<file path="src/rtl/sisc_seq.sv">
// sisc_seq: multi-cycle instruction sequencer (FETCH/DECODE/EXEC/MEM/WB/HALT).
// Optional watchdog on the FETCH and MEM wait states, enabled by defining the
// macro SISC_SEQ_TIMEOUT_EN. Without it the sequencer waits indefinitely and
// timeout is tied to 0.
module sisc_seq #(
  parameter int AW       = 16,
  parameter int DW       = 32,
  parameter int BUSY_MAX = 15
) (
  input  logic          clk,
  input  logic          rst_f,
  output logic          imem_req,
  output logic [AW-1:0] imem_addr,
  input  logic          imem_ack,
  input  logic [DW-1:0] imem_data,
  input  logic          br_taken,
  input  logic [AW-1:0] br_target,
  output logic          dmem_req,
  output logic          dmem_we,
  input  logic          dmem_ack,
  output logic          rf_we,
  output logic          sr_enable,
  output logic          halted,
  output logic          timeout,
  output logic [AW-1:0] pc,
  output logic [DW-1:0] ir,
  output logic [2:0]    state
);

  typedef enum logic [2:0] {
    S_FETCH  = 3'd0,
    S_DECODE = 3'd1,
    S_EXEC   = 3'd2,
    S_MEM    = 3'd3,
    S_WB     = 3'd4,
    S_HALT   = 3'd5
  } state_t;

  localparam logic [3:0] OP_NOP    = 4'h0;
  localparam logic [3:0] OP_ALU    = 4'h1;
  localparam logic [3:0] OP_LOAD   = 4'h2;
  localparam logic [3:0] OP_STORE  = 4'h3;
  localparam logic [3:0] OP_BRANCH = 4'h4;
  localparam logic [3:0] OP_HALT   = 4'hF;

  // A watchdog limit below one cycle is meaningless; reject it at elaboration.
  if (BUSY_MAX < 1) begin : g_bad_busy_max
    $error("sisc_seq: BUSY_MAX must be at least 1");
  end

  state_t        state_q, state_d;
  logic [AW-1:0] pc_q, pc_d;
  logic [DW-1:0] ir_q, ir_d;
  logic          timeout_q, timeout_d;
  logic [3:0]    opcode_s;
  logic [3:0]    opcode_d_s;

  // Output flags are registered from the next state so they line up with state_q.
  logic imem_req_q, imem_req_d;
  logic dmem_req_q, dmem_req_d;
  logic dmem_we_q, dmem_we_d;
  logic rf_we_q, rf_we_d;
  logic sr_enable_q, sr_enable_d;
  logic halted_q, halted_d;

`ifdef SISC_SEQ_TIMEOUT_EN
  // Counter only ever holds 0..BUSY_MAX-1; reaching the limit halts instead.
  localparam int CW = (BUSY_MAX > 1) ? $clog2(BUSY_MAX) : 1;
  logic [CW-1:0] wdog_q, wdog_d;
  logic          waiting_s;
`endif

  assign opcode_s   = ir_q[DW-1:DW-4];
  assign opcode_d_s = ir_d[DW-1:DW-4];

  // Next-state, pc/ir update and watchdog decision.
  always_comb begin
    state_d   = state_q;
    pc_d      = pc_q;
    ir_d      = ir_q;
    timeout_d = timeout_q;
    case (state_q)
      S_FETCH: begin
        if (imem_ack) begin
          ir_d    = imem_data;
          pc_d    = pc_q + AW'(1);
          state_d = S_DECODE;
        end else begin
          state_d = S_FETCH;
        end
      end
      S_DECODE: state_d = S_EXEC;
      S_EXEC: begin
        case (opcode_s)
          OP_ALU:   state_d = S_WB;
          OP_LOAD:  state_d = S_MEM;
          OP_STORE: state_d = S_MEM;
          OP_BRANCH: begin
            if (br_taken) begin
              pc_d = br_target;
            end else begin
              pc_d = pc_q;
            end
            state_d = S_FETCH;
          end
          OP_HALT:  state_d = S_HALT;
          OP_NOP:   state_d = S_FETCH;
          default:  state_d = S_FETCH;
        endcase
      end
      S_MEM: begin
        if (dmem_ack) begin
          state_d = (opcode_s == OP_LOAD) ? S_WB : S_FETCH;
        end else begin
          state_d = S_MEM;
        end
      end
      S_WB:    state_d = S_FETCH;
      S_HALT:  state_d = S_HALT;
      default: state_d = S_FETCH;
    endcase

`ifdef SISC_SEQ_TIMEOUT_EN
    // A cycle in a wait state without its ack counts; an ack always wins.
    waiting_s = ((state_q == S_FETCH) && !imem_ack) ||
                ((state_q == S_MEM) && !dmem_ack);
    wdog_d    = '0;
    if (waiting_s) begin
      if (wdog_q == CW'(BUSY_MAX - 1)) begin
        state_d   = S_HALT;
        timeout_d = 1'b1;
      end else begin
        wdog_d = wdog_q + CW'(1);
      end
    end else begin
      wdog_d = '0;
    end
`endif
  end

  // Output flags for the state about to be entered.
  always_comb begin
    imem_req_d  = (state_d == S_FETCH);
    dmem_req_d  = (state_d == S_MEM);
    dmem_we_d   = (state_d == S_MEM) && (opcode_d_s == OP_STORE);
    rf_we_d     = (state_d == S_WB);
    sr_enable_d = (state_d == S_EXEC) && (opcode_d_s == OP_ALU);
    halted_d    = (state_d == S_HALT);
  end

  // State and output registers with synchronous active-low reset.
  always_ff @(posedge clk) begin
    if (!rst_f) begin
      state_q     <= S_FETCH;
      pc_q        <= '0;
      ir_q        <= '0;
      timeout_q   <= 1'b0;
      imem_req_q  <= 1'b1;
      dmem_req_q  <= 1'b0;
      dmem_we_q   <= 1'b0;
      rf_we_q     <= 1'b0;
      sr_enable_q <= 1'b0;
      halted_q    <= 1'b0;
`ifdef SISC_SEQ_TIMEOUT_EN
      wdog_q      <= '0;
`endif
    end else begin
      state_q     <= state_d;
      pc_q        <= pc_d;
      ir_q        <= ir_d;
      timeout_q   <= timeout_d;
      imem_req_q  <= imem_req_d;
      dmem_req_q  <= dmem_req_d;
      dmem_we_q   <= dmem_we_d;
      rf_we_q     <= rf_we_d;
      sr_enable_q <= sr_enable_d;
      halted_q    <= halted_d;
`ifdef SISC_SEQ_TIMEOUT_EN
      wdog_q      <= wdog_d;
`endif
    end
  end

  // Control outputs are forced low the moment rst_f drops, before any edge.
  assign imem_req  = imem_req_q  & rst_f;
  assign dmem_req  = dmem_req_q  & rst_f;
  assign dmem_we   = dmem_we_q   & rst_f;
  assign rf_we     = rf_we_q     & rst_f;
  assign sr_enable = sr_enable_q & rst_f;
  assign halted    = halted_q    & rst_f;
  assign timeout   = timeout_q   & rst_f;
  assign imem_addr = rst_f ? pc_q : '0;
  assign pc        = pc_q;
  assign ir        = ir_q;
  assign state     = state_q;

endmodule

</file>
<file path="config.mk">
export PLATFORM = sky130hd
export DESIGN_NAME = sisc_seq
export DESIGN_NICKNAME = d
export VERILOG_FILES = /design/src/rtl/sisc_seq.sv
export SDC_FILE = /design/constraint.sdc
export NUM_CORES = 1
export LEC_CHECK = 0
export BUFFER_PORTS_ARGS = -buffer_cell sky130_fd_sc_hd__clkbuf_2
export CAP_MARGIN = 40
export CORE_ASPECT_RATIO = 1.75
export CORE_MARGIN = 5
export CORE_UTILIZATION = 50
export DETAILED_ROUTE_END_ITERATION = 16
export HOLD_SLACK_MARGIN = 0.05
export PLACE_DENSITY_LB_ADDON = 0.15
export SYNTH_ARGS = -nofsm -noshare
export SYNTH_HDL_FRONTEND = slang
export SYNTH_SLANG_ARGS = --single-unit
</file>
<file path="constraint.sdc">
create_clock -name clk -period 3.7 [get_ports clk]
set_clock_uncertainty 0.15 [all_clocks]
set_input_delay 0.74 -clock clk [delete_from_list [all_inputs] [get_ports clk]]
set_output_delay 0.74 -clock clk [all_outputs]
set_load 0.1 [all_outputs]
</file>
# Word-level counts from Yosys, hierarchy flattened
# Cells that the tools add are included.
[word_totals] ff_bits=57 wordCells=55 inputBits=53 output_inout_bits=74
[op_classes] n_eq_ne=18 addsub=1 n_mux=12 reduce_logical=8 bitwise=6
[ops] cell="2-to-1 mux 16 bit" count=4
[ops] cell="2-to-1 mux 32 bit" count=2
[ops] cell="one-hot mux 16 bit (2 select lines)" count=1
[ops] cell="adder 16 x 1 -> 16 bit, second input constant" count=1
[ops] cell="one-hot mux 3 bit (5 select lines)" count=1
[ops] cell="equality test 3 x 2 -> 1 bit, second input constant" count=4
[ops] cell="equality test 4 x 2 -> 1 bit, second input constant" count=3
[ops] cell="equality test 3 bit, second input constant" count=3
[ops] cell="one-hot mux 3 bit (3 select lines)" count=1
[ops] cell="equality test 4 x 1 -> 1 bit, second input constant" count=2
[ops] cell="bitwise AND 1 bit" count=6
[ops] cell="logical NOT 3 bit" count=2
[ops] cell="2-to-1 mux 3 bit" count=2
[ops] cell="inequality test 2 bit, second input constant" count=3
[ops] cell="equality test 4 x 3 -> 1 bit, second input constant" count=1
[ops] cell="equality test 4 bit, second input constant" count=1
[ops] cell="AND reduction 4 bit" count=1
[ops] cell="equality test 3 x 1 -> 1 bit, second input constant" count=1
[ops] cell="logical AND 1 bit" count=2
[ops] cell="AND reduction 2 bit" count=1
[ops] cell="nonzero test 2 bit" count=1
[ops] cell="OR reduction 2 bit" count=1
[ops] cell="2-to-1 mux 1 bit" count=1

# Longest topological paths before layout
[logic_depth] depth_word=6 depth_mapped=7 mapped_depth_nobuf=5

# Worst setup path after synthesis
# No wires, ideal clock.
[synth_path] kind="flip-flop to output port" startpoint="reg pc_q[5] (netlist: pc[5])" endpoint="out imem_addr[5]" stages_incl_launch_ff=3 n_path_buf=0 required_ps=2810 arrival_ps=2461 path_slack_ps=349 path_cell_list="dfxtp_1 inv_1 nor2_1"
[synth_between] elab_chain_len=1
[synth_rtl] item="start: declaration" line_no="52" text="logic [AW-1:0] pc_q, pc_d;"
[synth_rtl] item="start signal: assignment" line_no="169" text="pc_q <= pc_d;"
[synth_rtl] item="2-to-1 mux 16 bit" line_no="192" text="assign imem_addr = rst_f ? pc_q : '0;"
[synth_rtl] item="end: declaration" line_no="13" text="output logic [AW-1:0] imem_addr,"
# No other way between the ends.

# Worst setup path after layout
[layout_path] startpoint="in rst_f" endpoint="out imem_addr[11]"
[layout_between] elab_chain_len=1
[layout_rtl] item="start: declaration" line_no="11" text="input logic rst_f,"
[layout_rtl] item="2-to-1 mux 16 bit" line_no="192"
# No other way between the ends.

==> key figures <==
Power and ir drop
  – Comb power frac: around 28%
  – Sw Share: 37.65%
  – Internal: ~1.1 mW
  – Overall Power: 1.717 mW
  – Leak Pwr: 1.576 nW
  – PwrDens: 481.1 nW/um2
  – Clk pwr share: 32.6%
  – P_sw: between 0.6 and 0.7 mW
  – Share of power burned in registers: 39.6%
  – Peak VDD IR: 426.3 uV

Global routing
  – Largest net degree at the start of global routing: 39
  – First-pass GRT wire length: 12540 um
  – Total Routing Usage GR: 22.45%
  – Vias in the first global route: 2826
  – Initial antenna violation count: 0
  – Global route total overflow: 0

Drt
  – # DRC: 0
  – Initial DRT Pass Iterations: 4
  – Initial drt markers: 219
  – Vias: a little under 3000
  – DRT antenna net count: 0
  – Vias per inst: 5.421
  – WL/cell: approximately 14 um
  – Routed WL: 7751 um

Timing
  – Min cycle time layout: 2.759 ns
  – RSZ-0062 raised after global routing: no
  – Min Hold Slack: 0.3025 ns
  – Hold Vio Cnt, Final: 0
  – Slew margin rel.: between 50 and 60%
  – Max Freq: 362.4 MHz
  – TNS Setup: 0 ns
  – Setup Viol. Count Final: 0
  – Slew Viols, Final: 0
  – Period utilisation layout: about 75%
  – Worst Max-Slew Pin Slew: about 0.63 ns

Finish
  – Final core utilization: between 60% and 70%
  – Antenna diode count: 0
  – Layout Area Growth over Synthesis: 30.63%
  – Most frequent cells in the layout: 124 x clkbuf_2, 87 x nand2_1, 57 x dfxtp_1
  – Nets@finish: 512
  – Most common cell after layout, fill and taps aside: clkbuf_2
  – Share of layout cells above drive strength 1: about a third
  – FILL cells: 495

Synth
  – #FFs+latches synth: 57
  – Sequential area share after synthesis: roughly two fifths
  – Yosys cell types: 52
  – Post-synthesis async set-or-reset flop share: 0%
  – Post-synthesis cell count: 342
  – Number of synthesized flops with an enable pin: 0
  – Syn_area_per_cell: 7.990 um2
  – Synth Warn #: 0
  – Post-Syn Area: 2733 um2
  – Post-synth top flop: dfxtp_1
  – Syn Nets: 396

Clocking
  – Longest Clk Path Bufs: 2
  – Worst-path clk slew: ~0.06 ns
  – H-tree levels: 3
  – CTS buffer count: 9
  – Hold buffers post-CTS: 0
  – Post-CTS Resized: 0
  – # Post-CTS Setup Buffers: 0
  – CTS tree: done
  – Clk Latency, worst-skew pair: approximately 0.32 ns
  – CTS Root Buffer Type: clkbuf_8
  – Clk sinks: 57

Placement
  – Post-DP HPWL: a little under 6000 um
  – Global placement routability congestion: around 0.91
  – I/O Buffers: 125

Die
  – Starting Density: 51.57%
  – Die width: 65.89 um
  – Io pins: 127
  – CORE AREA: about 5300 um2
  – Die ar.: 7102 um2
  – Die Height: about 110 um
  – Site Rows: 35

Setup path
  – Critical Path RT: around 2.8 ns
  – Slowest library cell on the worst path: clkbuf_2
  – Buf/Inv on CP: 2
  – Setup CP Type: input pin to primary output
  – Most Frequent Cell on Critical Path: clkbuf_2
  – Crit path max fanout: 32
  – Worst Path Arrival: ~1.9 ns
  – CP Launch Type: input pin
  – Crit end category: primary output
  – Crit-path cells: clkbuf_2, and2_1, clkbuf_2
  – Crit-path max cell delay: ~0.46 ns
  – Critical path's top delay family: buffers and inverters

Min path
  – Min-delay worst type: flop to flop

Job
  – Max Cap Violations: 0

Outcome
  – Status: completed
==> synth_stat cells, drive strengths merged, types with 3 or more instances <==
cell type	count	area share, %
o21ai	5	1.1
dfxtp	57	42
nand4	6	1.4
buf	8	2.4
nor3	5	0.92
a32o	7	2.6
a211o	4	1.3
inv	6	0.82
nor2	10	1.5
and3	4	0.92
nand3	9	1.6
a21oi	37	6.8
clkbuf	17	2.3
a22oi	3	0.82
o2bb2ai	3	0.96
o31ai	8	2.2
nor4b	3	1.2
a211oi	4	1.1
nand2	87	12
o211ai	5	1.4
nor4	3	0.69
and2	22	5.0
==> final cells by class <==
type | instances | area [um2] | share of cell area [%]
clock inverter | 3 | 40.04 | 1.122
sequential | 57 | 1141 | 31.97
clock buffer | 13 | 148.9 | 4.171
inverter | 6 | 22.52 | 0.6309
multi-input combinational | 254 | 1455 | 40.76
timing repair buffer | 130 | 669.4 | 18.75
tap | 74 | 92.59 | 2.594
==> metal layers <==
metal / GRT usage (%) / vias up / wire (um)
met4: 12.61 / 0 / 316
li1: - / 1447 / -
met1: 22.96 / 1322 / 2821
met2: 38.62 / 114 / 3967
met3: 7.837 / 28 / 646
met5: 0 / - / 0
==> sequential cells by signal, summed over array words and instances (netlist names) <==
register,flops
halted_q,1
imem_req_q,1
pc,16
rf_we_q,1
dmem_req_q,1
dmem_we_q,1
sr_enable_q,1
state,3
ir,32
==> through the flow <==
stage	instances	instance area, um2	worst slack (ns)
after floorplan	342	2733	0.3491
after global placement	520	3369	0.9924
after detailed placement	521	3381	0.9465
after CTS	537	3570	0.9453
after global routing	537	3570	0.8645
final	537	3570	0.9410
==> power by group through the flow <==
stage	logic [mW]	clock network (mW)	registers (mW)
after detailed placement	0.479	0	0.693
final	0.477	0.560	0.680
after global routing	0.504	0.604	0.684
after CTS	0.480	0.577	0.680
after global placement	0.474	0	0.692
after floorplan	0.167	0	0.911
==> path summary, 6_finish.rpt <==
kind	from	end	slack, ns	depth (start not counted)
max	rst_f	imem_addr[11]	0.94	3
min	ir[3]$_SDFFE_PN0P_	ir[3]$_SDFFE_PN0P_	0.30	2
max reg2reg	state[1]$_SDFF_PN0_	pc[7]$_SDFFE_PN0P_	1.14	4
min reg2reg	ir[3]$_SDFFE_PN0P_	ir[3]$_SDFFE_PN0P_	0.30	2
==> tightest hold or removal path: stages, from the launching register on <==
cell and delay (ns):
dfxtp_1 0.31, nand2_1 0.05, a21oi_1 0.05
==> cell families after synthesis <==
group,count (synthesis),share of synthesized area (%)
AND/OR/NAND/NOR,161,29.08
multiplexers,1,0.3663
adder cells (fa/ha/maj),1,0.4578
flip-flops,57,41.76
other,1,0.1372
buffers and inverters,31,5.540
AO/OA/AOI/OAI,90,22.67
(Power assumes the default switching activity.)
